## config.mk

```make
export PLATFORM = sky130hd
export DESIGN_NAME = cms_axis_packer_96to64
export DESIGN_NICKNAME = d
export VERILOG_FILES = /design/src/rtl/cms_pkg.sv /design/src/rtl/cms_axis_packer_96to64.sv
export SDC_FILE = /design/constraint.sdc
export NUM_CORES = 1
export LEC_CHECK = 0
export ABC_CLOCK_PERIOD_IN_PS = 4900
export CORE_UTILIZATION = 30
export CTS_BUF_LIST = sky130_fd_sc_hd__clkbuf_8 sky130_fd_sc_hd__clkbuf_16
export CTS_CLUSTER_SIZE = 10
export DETAILED_ROUTE_END_ITERATION = 12
export GPL_TIMING_DRIVEN = 0
export SYNTH_ARGS = -nofsm -noshare
export SYNTH_HDL_FRONTEND = slang
export SYNTH_SLANG_ARGS = --single-unit
```

## constraint.sdc

```tcl
create_clock -name clk -period 4.9 [get_ports clk]
set_clock_uncertainty 0.2 [all_clocks]
set_input_delay 0.735 -clock clk [delete_from_list [all_inputs] [get_ports clk]]
set_output_delay 0.735 -clock clk [all_outputs]
set_load 0.01 [all_outputs]
```

## src/rtl/cms_pkg.sv

```systemverilog
// Shared constants and types for the continuous_monitoring_system trace path.
package cms_pkg;

   localparam int unsigned CMS_ITEM_W = 96;
   localparam int unsigned CMS_BEAT_W = 64;
   localparam int unsigned CMS_KEEP_W = CMS_BEAT_W / 8;

   localparam logic [CMS_KEEP_W-1:0] KEEP_FULL = 8'hFF;
   localparam logic [CMS_KEEP_W-1:0] KEEP_HALF = 8'h0F;

   typedef enum logic [1:0] {
      EMPTY   = 2'd0,
      R32     = 2'd1,
      R64     = 2'd2,
      FLUSH32 = 2'd3
   } packer_state_t;

endpackage : cms_pkg

```

## src/rtl/cms_axis_packer_96to64.sv

```systemverilog
// Repacks 96-bit trace items into a dense 64-bit AXI-Stream (2 items -> 3 beats);
// a packet end flushes any 32-bit residue so packets always close on a beat boundary.
module cms_axis_packer_96to64
   import cms_pkg::*;
#(
   parameter int unsigned IN_WIDTH      = CMS_ITEM_W,
   parameter int unsigned OUT_WIDTH     = CMS_BEAT_W,
   parameter int unsigned PKT_CNT_WIDTH = 32
) (
   input  logic                     clk,
   input  logic                     rst,
   input  logic                     S_AXIS_tvalid,
   output logic                     S_AXIS_tready,
   input  logic [IN_WIDTH-1:0]      S_AXIS_tdata,
   input  logic                     S_AXIS_tlast,
   output logic                     M_AXIS_tvalid,
   input  logic                     M_AXIS_tready,
   output logic [OUT_WIDTH-1:0]     M_AXIS_tdata,
   output logic [OUT_WIDTH/8-1:0]   M_AXIS_tkeep,
   output logic                     M_AXIS_tlast,
   output logic [PKT_CNT_WIDTH-1:0] pkt_cnt
);

   if (IN_WIDTH != CMS_ITEM_W || OUT_WIDTH != CMS_BEAT_W) begin : g_bad_width
      $error("cms_axis_packer_96to64 supports only IN_WIDTH=96 and OUT_WIDTH=64");
   end

   packer_state_t            state_q, state_d;
   logic [63:0]              res_q, res_d;
   logic                     pend_last_q, pend_last_d;
   logic                     m_valid_q, m_valid_d;
   logic [63:0]              m_data_q, m_data_d;
   logic [7:0]               m_keep_q, m_keep_d;
   logic                     m_last_q, m_last_d;
   logic [PKT_CNT_WIDTH-1:0] pkt_cnt_q, pkt_cnt_d;

   logic out_free_c;
   logic s_ready_c;
   logic s_hs_c;
   logic m_hs_c;

   // Input is only taken in states that emit a beat from it; held off during reset.
   assign out_free_c = !m_valid_q || M_AXIS_tready;
   assign s_ready_c  = !rst && out_free_c && (state_q == EMPTY || state_q == R32);
   assign s_hs_c     = S_AXIS_tvalid && s_ready_c;
   assign m_hs_c     = m_valid_q && M_AXIS_tready;

   always_comb begin
      state_d     = state_q;
      res_d       = res_q;
      pend_last_d = pend_last_q;
      m_valid_d   = m_valid_q && !M_AXIS_tready;
      m_data_d    = m_data_q;
      m_keep_d    = m_keep_q;
      m_last_d    = m_last_q;
      pkt_cnt_d   = pkt_cnt_q + ((m_hs_c && m_last_q) ? PKT_CNT_WIDTH'(1) : PKT_CNT_WIDTH'(0));

      unique case (state_q)
         EMPTY: begin
            if (s_hs_c) begin
               m_valid_d = 1'b1;
               m_data_d  = S_AXIS_tdata[63:0];
               m_keep_d  = KEEP_FULL;
               m_last_d  = 1'b0;
               res_d     = {32'h0, S_AXIS_tdata[95:64]};
               state_d   = S_AXIS_tlast ? FLUSH32 : R32;
            end
         end
         R32: begin
            if (s_hs_c) begin
               m_valid_d   = 1'b1;
               m_data_d    = {S_AXIS_tdata[31:0], res_q[31:0]};
               m_keep_d    = KEEP_FULL;
               m_last_d    = 1'b0;
               res_d       = S_AXIS_tdata[95:32];
               pend_last_d = S_AXIS_tlast;
               state_d     = R64;
            end
         end
         R64: begin
            if (out_free_c) begin
               m_valid_d = 1'b1;
               m_data_d  = res_q;
               m_keep_d  = KEEP_FULL;
               m_last_d  = pend_last_q;
               state_d   = EMPTY;
            end
         end
         FLUSH32: begin
            if (out_free_c) begin
               m_valid_d = 1'b1;
               m_data_d  = {32'h0, res_q[31:0]};
               m_keep_d  = KEEP_HALF;
               m_last_d  = 1'b1;
               state_d   = EMPTY;
            end
         end
         default: state_d = EMPTY;
      endcase
   end

   always_ff @(posedge clk) begin
      if (rst) begin
         state_q     <= EMPTY;
         res_q       <= '0;
         pend_last_q <= 1'b0;
         m_valid_q   <= 1'b0;
         m_data_q    <= '0;
         m_keep_q    <= '0;
         m_last_q    <= 1'b0;
         pkt_cnt_q   <= '0;
      end else begin
         state_q     <= state_d;
         res_q       <= res_d;
         pend_last_q <= pend_last_d;
         m_valid_q   <= m_valid_d;
         m_data_q    <= m_data_d;
         m_keep_q    <= m_keep_d;
         m_last_q    <= m_last_d;
         pkt_cnt_q   <= pkt_cnt_d;
      end
   end

   assign S_AXIS_tready = s_ready_c;
   assign M_AXIS_tvalid = m_valid_q;
   assign M_AXIS_tdata  = m_data_q;
   assign M_AXIS_tkeep  = m_keep_q;
   assign M_AXIS_tlast  = m_last_q;
   assign pkt_cnt       = pkt_cnt_q;

endmodule : cms_axis_packer_96to64
```

==> flow_metrics.py, run 1 <==
metrics = {
    "min_path": {
        "hold_path.class": "flip-flop to flip-flop",
        "hold_depth": 2,
        "min_to": "res_q[63]",
        "hold_start": "res_q[63]",
    },
    "timing": {
        "hold_viol": 0,
        "tightest_slew_ps": 663,
        "fmax_ghz": 0.284,
        "rsz0062_at_grt": "no",
        "holdWs_ps": 253,
        "finalSetupTns_ps": 0,
        "setup_slack_ps": 1380,
        "timing.slew.headroom": 0.558,
        "setup-violations-final": 0,
        "drv_slew": 0,
        "period_needed_ps": 3520,
        "post-route-period-util": 0.718,
    },
    "placed_design": {
        "routabilityCongestion": 0.819,
        "numPortBuffers": 206,
        "dp_worst_setup_slack_ps": 1380,
        "dp_hpwl_um": 20800,
    },
    "floorplanning": {
        "row_count": 58,
        "die_h_um": 162,
        "dieArea_um2": 26200,
        "die_w_um": 162,
        "ios": 208,
        "core_um2": 25100,
        "initial_core_util": 0.306,
    },
    "clocking": {
        "ctsResizeCount": 0,
        "cts_buffer_depth": 2,
        "cts_tree": "done",
        "clkSinkCount": 167,
        "cts-htree-levels": 4,
        "cts_buffers": 17,
        "hold_buffers": 0,
        "path_clk_slew_ps": 60,
        "clock_latency_ps": 430,
        "cts_setup_buffers": 0,
        "cts_root_buffer": "clkbuf_16",
    },
    "grt": {
        "overflow": 0,
        "grt_usage": 0.212,
        "antenna_found_initial": 2,
        "grt_pass1_wl_um": 42400,
        "grt_start_max_net_pins": 17,
        "grt_pass1_vias": 7661,
    },
    "final_layout": {
        "fin_nets": 1238,
        "syn_to_final_growth_pct": 39.7,
        "drive_gt1_frac": 0.0619,
        "nFillCells": 2564,
        "fin_util": 0.427,
    },
    "run_status": {
        "status": "finished, final reports clean",
    },
    "route": {
        "route.detailed.drc": 0,
        "viasPerCell": 5.25,
        "vias": 7755,
        "drt-pass1-iter-count": 6,
        "ant_nets": 0,
        "wire_per_inst_um": 18.9,
        "first_iter_violations": 532,
        "totalWireLength_um": 27900,
    },
    "worst_setup_path": {
        "crit_type": "input pin to output port",
        "critPathLaunchType": "input pin",
        "r2r_start": "M_AXIS_tlast",
        "rr_worst_depth": 8,
        "required_ps": 3960,
        "ff2ff_setup_slack_ps": 2390,
        "worst_setup_path_end_kind": "output port",
        "crit_fanout": 10,
        "worstReg2RegEnd": "pkt_cnt[28]",
        "worstPathArrival_ps": 2580,
    },
    "flow_run": {
        "cap_violations": 0,
    },
    "power_and_ir_drop": {
        "swShare": 0.290,
        "comb_power_share": 0.198,
        "switching_power_mw": 1.01,
        "p_int_mw": 2.48,
        "power.leakage_nw": 3.68,
        "peakVddDrop_uv": 205,
        "power_frac_seq": 0.427,
        "pwr-share-clk": 0.375,
        "power_density_nw_per_um2": 326,
    },
    "synth": {
        "synth_cell_types": 36,
        "ys_warn_count": 0,
        "ys_ff_latch": 167,
        "synthCells": 909,
        "synthesis.area_um2": 7670,
        "syn_nets": 1013,
        "syn_avg_cell_area_um2": 8.44,
        "ys_seq_area_frac": 0.436,
    },
}
-- critical path: stages --
cell and delay [ps]:
clkbuf_1 230, clkbuf_1 450, clkbuf_1 510, nor3_1 100
clkdlybuf4s50_1 550
-- state kept, by name (all words and copies together) (netlist names) --
| register | flops |
|---|---|
| pend_last_q | 1 |
| M_AXIS_tkeep | 2 |
| M_AXIS_tlast | 1 |
| pkt_cnt | 32 |
| M_AXIS_tdata | 64 |
| res_q | 64 |
| M_AXIS_tvalid | 1 |
| state_q | 2 |
-- placed cells by master, fill, tap and decap left out, types with 14 or more instances in the layout --
cell type	count
clkbuf_1	56
nor2_1	75
a21oi_1	57
nor3_1	67
nand2_1	75
buf_2	26
clkdlybuf4s50_1	206
o21ai_0	43
dfxtp_1	167
nand3_1	44
a311oi_1	32
clkbuf_16	17
o31ai_1	14
a211oi_1	67
a31oi_1	32
mux2i_1	64
or4_1	14
-- power groups by stage --
stage | Clock, mW | Combinational (mW) | Sequential, mW
2_1_floorplan | 0 | 0.323 | 1.54
3_3_place_gp | 0 | 0.688 | 1.52
3_5_place_dp | 0 | 0.692 | 1.52
4_1_cts | 1.33 | 0.694 | 1.49
5_1_grt | 1.39 | 0.750 | 1.50
6_report | 1.31 | 0.693 | 1.49
-- cells in the mapped netlist --
master	instances	area (µm²)
dfxtp_1	167	3340
nand2_1	75	282
nor2_1	75	282
a211oi_1	67	503
nor3_1	67	335
mux2i_1	64	641
a21oi_1	57	285
clkbuf_1	56	210
nand3_1	44	220
o21ai_0	43	215
a311oi_1	32	280
a31oi_1	32	200
buf_2	26	130
o31ai_1	14	105
or4_1	14	105
nand4_1	12	75.1
or3_1	9	56.3
buf_1	8	30.0
buf_4	7	52.6
inv_1	5	18.8
and2_1	4	25.0
and3_1	4	25.0
and4_1	4	35.0
xnor2_1	4	35.0
xor2_1	4	35.0
ha_1	3	37.5
nor2b_1	3	18.8
and4_2	1	10.0
and4_4	1	11.3
buf_6	1	11.3
inv_2	1	3.75
nand2b_1	1	6.26
nand4_2	1	12.5
nand4_4	1	21.3
nor2_2	1	6.26
o21a_1	1	7.51
-- logic make-up (layout without fill, tap and decap cells) --
group,count (synthesis),after routing,synth area share
multiplexers,64,64,0.0835
other,0,1,0
buffers and inverters,104,342,0.0595
AO/OA/AOI/OAI,246,246,0.208
flip-flops,167,167,0.436
AND/OR/NAND/NOR,317,317,0.199
XOR/XNOR,8,8,0.00913
adder cells (fa/ha/maj),3,3,0.00489
-- how the worst max path moves through the flow --
stage / startpoint / cells after the start / to
floorplan: M_AXIS_tready / 8 / pkt_cnt[26]
global placement: rst / 5 / S_AXIS_tready
detailed placement: rst / 5 / S_AXIS_tready
CTS: rst / 5 / S_AXIS_tready
global route: rst / 5 / S_AXIS_tready
finish: rst / 5 / S_AXIS_tready
-- layer usage --
| layer | share of wire | GRT usage |
|---|---|---|
| met1 | 0.43 | 0.264 |
| met2 | 0.46 | 0.343 |
| met3 | 0.077 | 0.0562 |
| met4 | 0.029 | 0.0896 |
| met5 | 0.00061 | 0 |
-- through the flow --
stage          cells  area, µm²  power (mW)
4_1_cts         1477      10700        3.52
5_1_grt         1478      10700        3.64
6_report        1478      10700        3.50
3_5_place_dp    1445      10100        2.22
3_3_place_gp    1445      10100        2.21
2_1_floorplan    909       7670        1.86
-- final cells by class --
cell class | instances | area, µm² | area share
multi-input cells | 638 | 3870 | 0.361
flip-flops and latches | 167 | 3340 | 0.312
repair buffers | 206 | 2060 | 0.192
clock buffers | 18 | 439 | 0.0410
plain buffers | 98 | 434 | 0.0405
well taps | 330 | 413 | 0.0385
clock inverters | 14 | 129 | 0.0120
inverters | 6 | 22.5 | 0.00210
diodes | 1 | 2.50 | 0.000234
Power figures use the tool's default switching activity.
==> run 2: changes to the inputs <==
--- a/config.mk
+++ b/config.mk
@@ -5,7 +5,7 @@
 export SDC_FILE = /design/constraint.sdc
 export NUM_CORES = 1
 export LEC_CHECK = 0
-export ABC_CLOCK_PERIOD_IN_PS = 4900
+export ABC_CLOCK_PERIOD_IN_PS = 3100
 export CORE_UTILIZATION = 30
 export CTS_BUF_LIST = sky130_fd_sc_hd__clkbuf_8 sky130_fd_sc_hd__clkbuf_16
 export CTS_CLUSTER_SIZE = 10
==> constraint.sdc (replaced) <==
create_clock -name clk -period 3.1 [get_ports clk]
set_clock_uncertainty 0.2 [all_clocks]
set_input_delay 0.465 -clock clk [delete_from_list [all_inputs] [get_ports clk]]
set_output_delay 0.465 -clock clk [all_outputs]
set_load 0.01 [all_outputs]
==> run 2 against run 1 <==
Against the previous run: clock-buffer cell count unchanged; sequential share of layout area about the same; non-clock buffer count unchanged; routed wire length about the same; combinational power increased by 59%; clock power increased by 58%; total power increased by 58%; sequential power increased by 58%; hold slack improved by 0.93 ps; register-to-register slack got worse by 1800 ps; worst setup slack got worse by 1100 ps; final cell count unchanged; critical endpoint unchanged; highest routed layer unchanged.
==> flow_metrics.py, run 2 (synthesis results as in run 1) <==
metrics = {
    "placed_design": {
        "dp_worst_setup_slack_ps": 24.4,
        "routabilityCongestion": 0.819,
        "dp_hpwl_um": 20800,
        "numPortBuffers": 206,
    },
    "worst_setup_path": {
        "cp_cell_sequence": "clkbuf_1 -> clkbuf_1 -> clkbuf_2 -> nor3_1 -> clkdlybuf4s50_1",
        "cp-startpoint": "rst",
        "required_ps": 2430,
        "critPathLaunchType": "input pin",
        "crit_path_max_incr_delay_ps": 550,
        "crit_fanout": 10,
        "crit_type": "input pin to output port",
        "worstPathArrival_ps": 2180,
        "crit_top_cell": "clkbuf_1",
        "r2r_start": "M_AXIS_tlast",
        "worst_setup_path_end_kind": "output port",
        "slowest_stage": "clkdlybuf4s50_1",
    },
    "clocking": {
        "ctsResizeCount": 0,
        "cts_root_buffer": "clkbuf_16",
        "path_clk_slew_ps": 70,
        "cts_buffers": 17,
        "cts_tree": "done",
        "cts_buffer_depth": 2,
        "cts-htree-levels": 4,
        "cts_setup_buffers": 0,
        "clock_latency_ps": 430,
        "hold_buffers": 0,
        "clkSinkCount": 167,
    },
    "grt": {
        "grt_start_max_net_pins": 17,
        "grt_pass1_vias": 7661,
        "antenna_found_initial": 2,
        "grt_pass1_wl_um": 42400,
        "overflow": 0,
        "grt_usage": 0.212,
    },
    "route": {
        "vias": 7766,
        "first_iter_violations": 528,
        "drt-pass1-iter-count": 5,
        "wire_per_inst_um": 18.9,
        "totalWireLength_um": 27900,
        "route.detailed.drc": 0,
        "viasPerCell": 5.25,
        "ant_nets": 0,
    },
    "timing": {
        "timing.slew.headroom": 0.550,
        "setup-violations-final": 0,
        "period_needed_ps": 2840,
        "post-route-period-util": 0.917,
        "fmax_ghz": 0.352,
        "finalSetupTns_ps": 0,
        "rsz0062_at_grt": "no",
        "hold_viol": 0,
        "drv_slew": 0,
        "tightest_slew_ps": 675,
        "setup_slack_ps": 257,
    },
    "power_and_ir_drop": {
        "pwr-share-clk": 0.375,
        "peakVddDrop_uv": 325,
        "power_frac_seq": 0.427,
        "p_int_mw": 3.93,
        "comb_power_share": 0.198,
        "power.leakage_nw": 3.68,
        "switching_power_mw": 1.60,
        "swShare": 0.290,
        "power_density_nw_per_um2": 516,
    },
    "final_layout": {
        "nFillCells": 2568,
        "layout.cells.most_common_list": "clkdlybuf4s50_1 (206), dfxtp_1 (167), nor2_1 (75), nand2_1 (75)",
        "fin_nets": 1238,
        "drive_gt1_frac": 0.0628,
        "syn_to_final_growth_pct": 39.7,
        "layout_commonest_cell": "clkdlybuf4s50_1",
    },
    "floorplanning": {
        "die_w_um": 162,
        "ios": 208,
        "initial_core_util": 0.306,
        "core_um2": 25100,
        "die_h_um": 162,
        "row_count": 58,
        "dieArea_um2": 26200,
    },
    "flow_run": {
        "cap_violations": 0,
    },
    "run_status": {
        "status": "finished, final reports clean",
    },
    "min_path": {
        "hold_path.class": "flip-flop to flip-flop",
        "hold_start": "res_q[54]",
    },
}
==> run 2: cell type report <==
cell class,count,area (µm²),share of cell area
clock buffer,18,439,0.0410
timing repair buffer,206,2060,0.192
inverter,6,22.5,0.00210
clock inverter,14,129,0.0120
buffer,98,435,0.0406
tap,330,413,0.0385
antenna,1,2.50,0.000233
multi-input combinational,638,3870,0.361
sequential,167,3340,0.312
==> run 2: critical path, delay by kind of cell <==
kind	cells	cell delay (ps)
and+or+nand+nor	1	90
buffers and inverters	4	1610
==> run 2: final timing paths <==
check                                     end  slack [ps]  cells past startpoint
worst min register to register      res_q[54]         250                      2
worst max register to register    pkt_cnt[28]         590                      8
worst max-delay path            S_AXIS_tready         260                      5
worst min-delay path                res_q[54]         250                      2
==> run 2: per-stage QoR <==
step                      power [mW]  hold slack [ps]  instance area [µm²]  utilization  cells
after floorplan                 2.94              233                 7670            -    909
after global placement          3.49              239                10100        0.404   1445
after detailed placement        3.50              244                10100        0.404   1445
after CTS                       5.56              253                10700        0.427   1477
after global routing            5.75              271                10700        0.427   1478
final                           5.53              254                10700        0.427   1478
==> run 2: power groups by stage <==
stage | clock (mW) | combinational [mW] | sequential, mW
2_1_floorplan | 0 | 0.511 | 2.43
3_3_place_gp | 0 | 1.09 | 2.41
3_5_place_dp | 0 | 1.09 | 2.41
4_1_cts | 2.10 | 1.10 | 2.36
5_1_grt | 2.19 | 1.19 | 2.37
6_report | 2.07 | 1.10 | 2.36
==> run 2: metal layers <==
layer  part of all wire  vias to the layer above  track usage
met1               0.43                     3628        0.264
met3              0.076                       53       0.0562
li1                   -                     3794            -
met2               0.46                      289        0.343
met5            0.00061                        -            0
met4              0.030                        2       0.0896
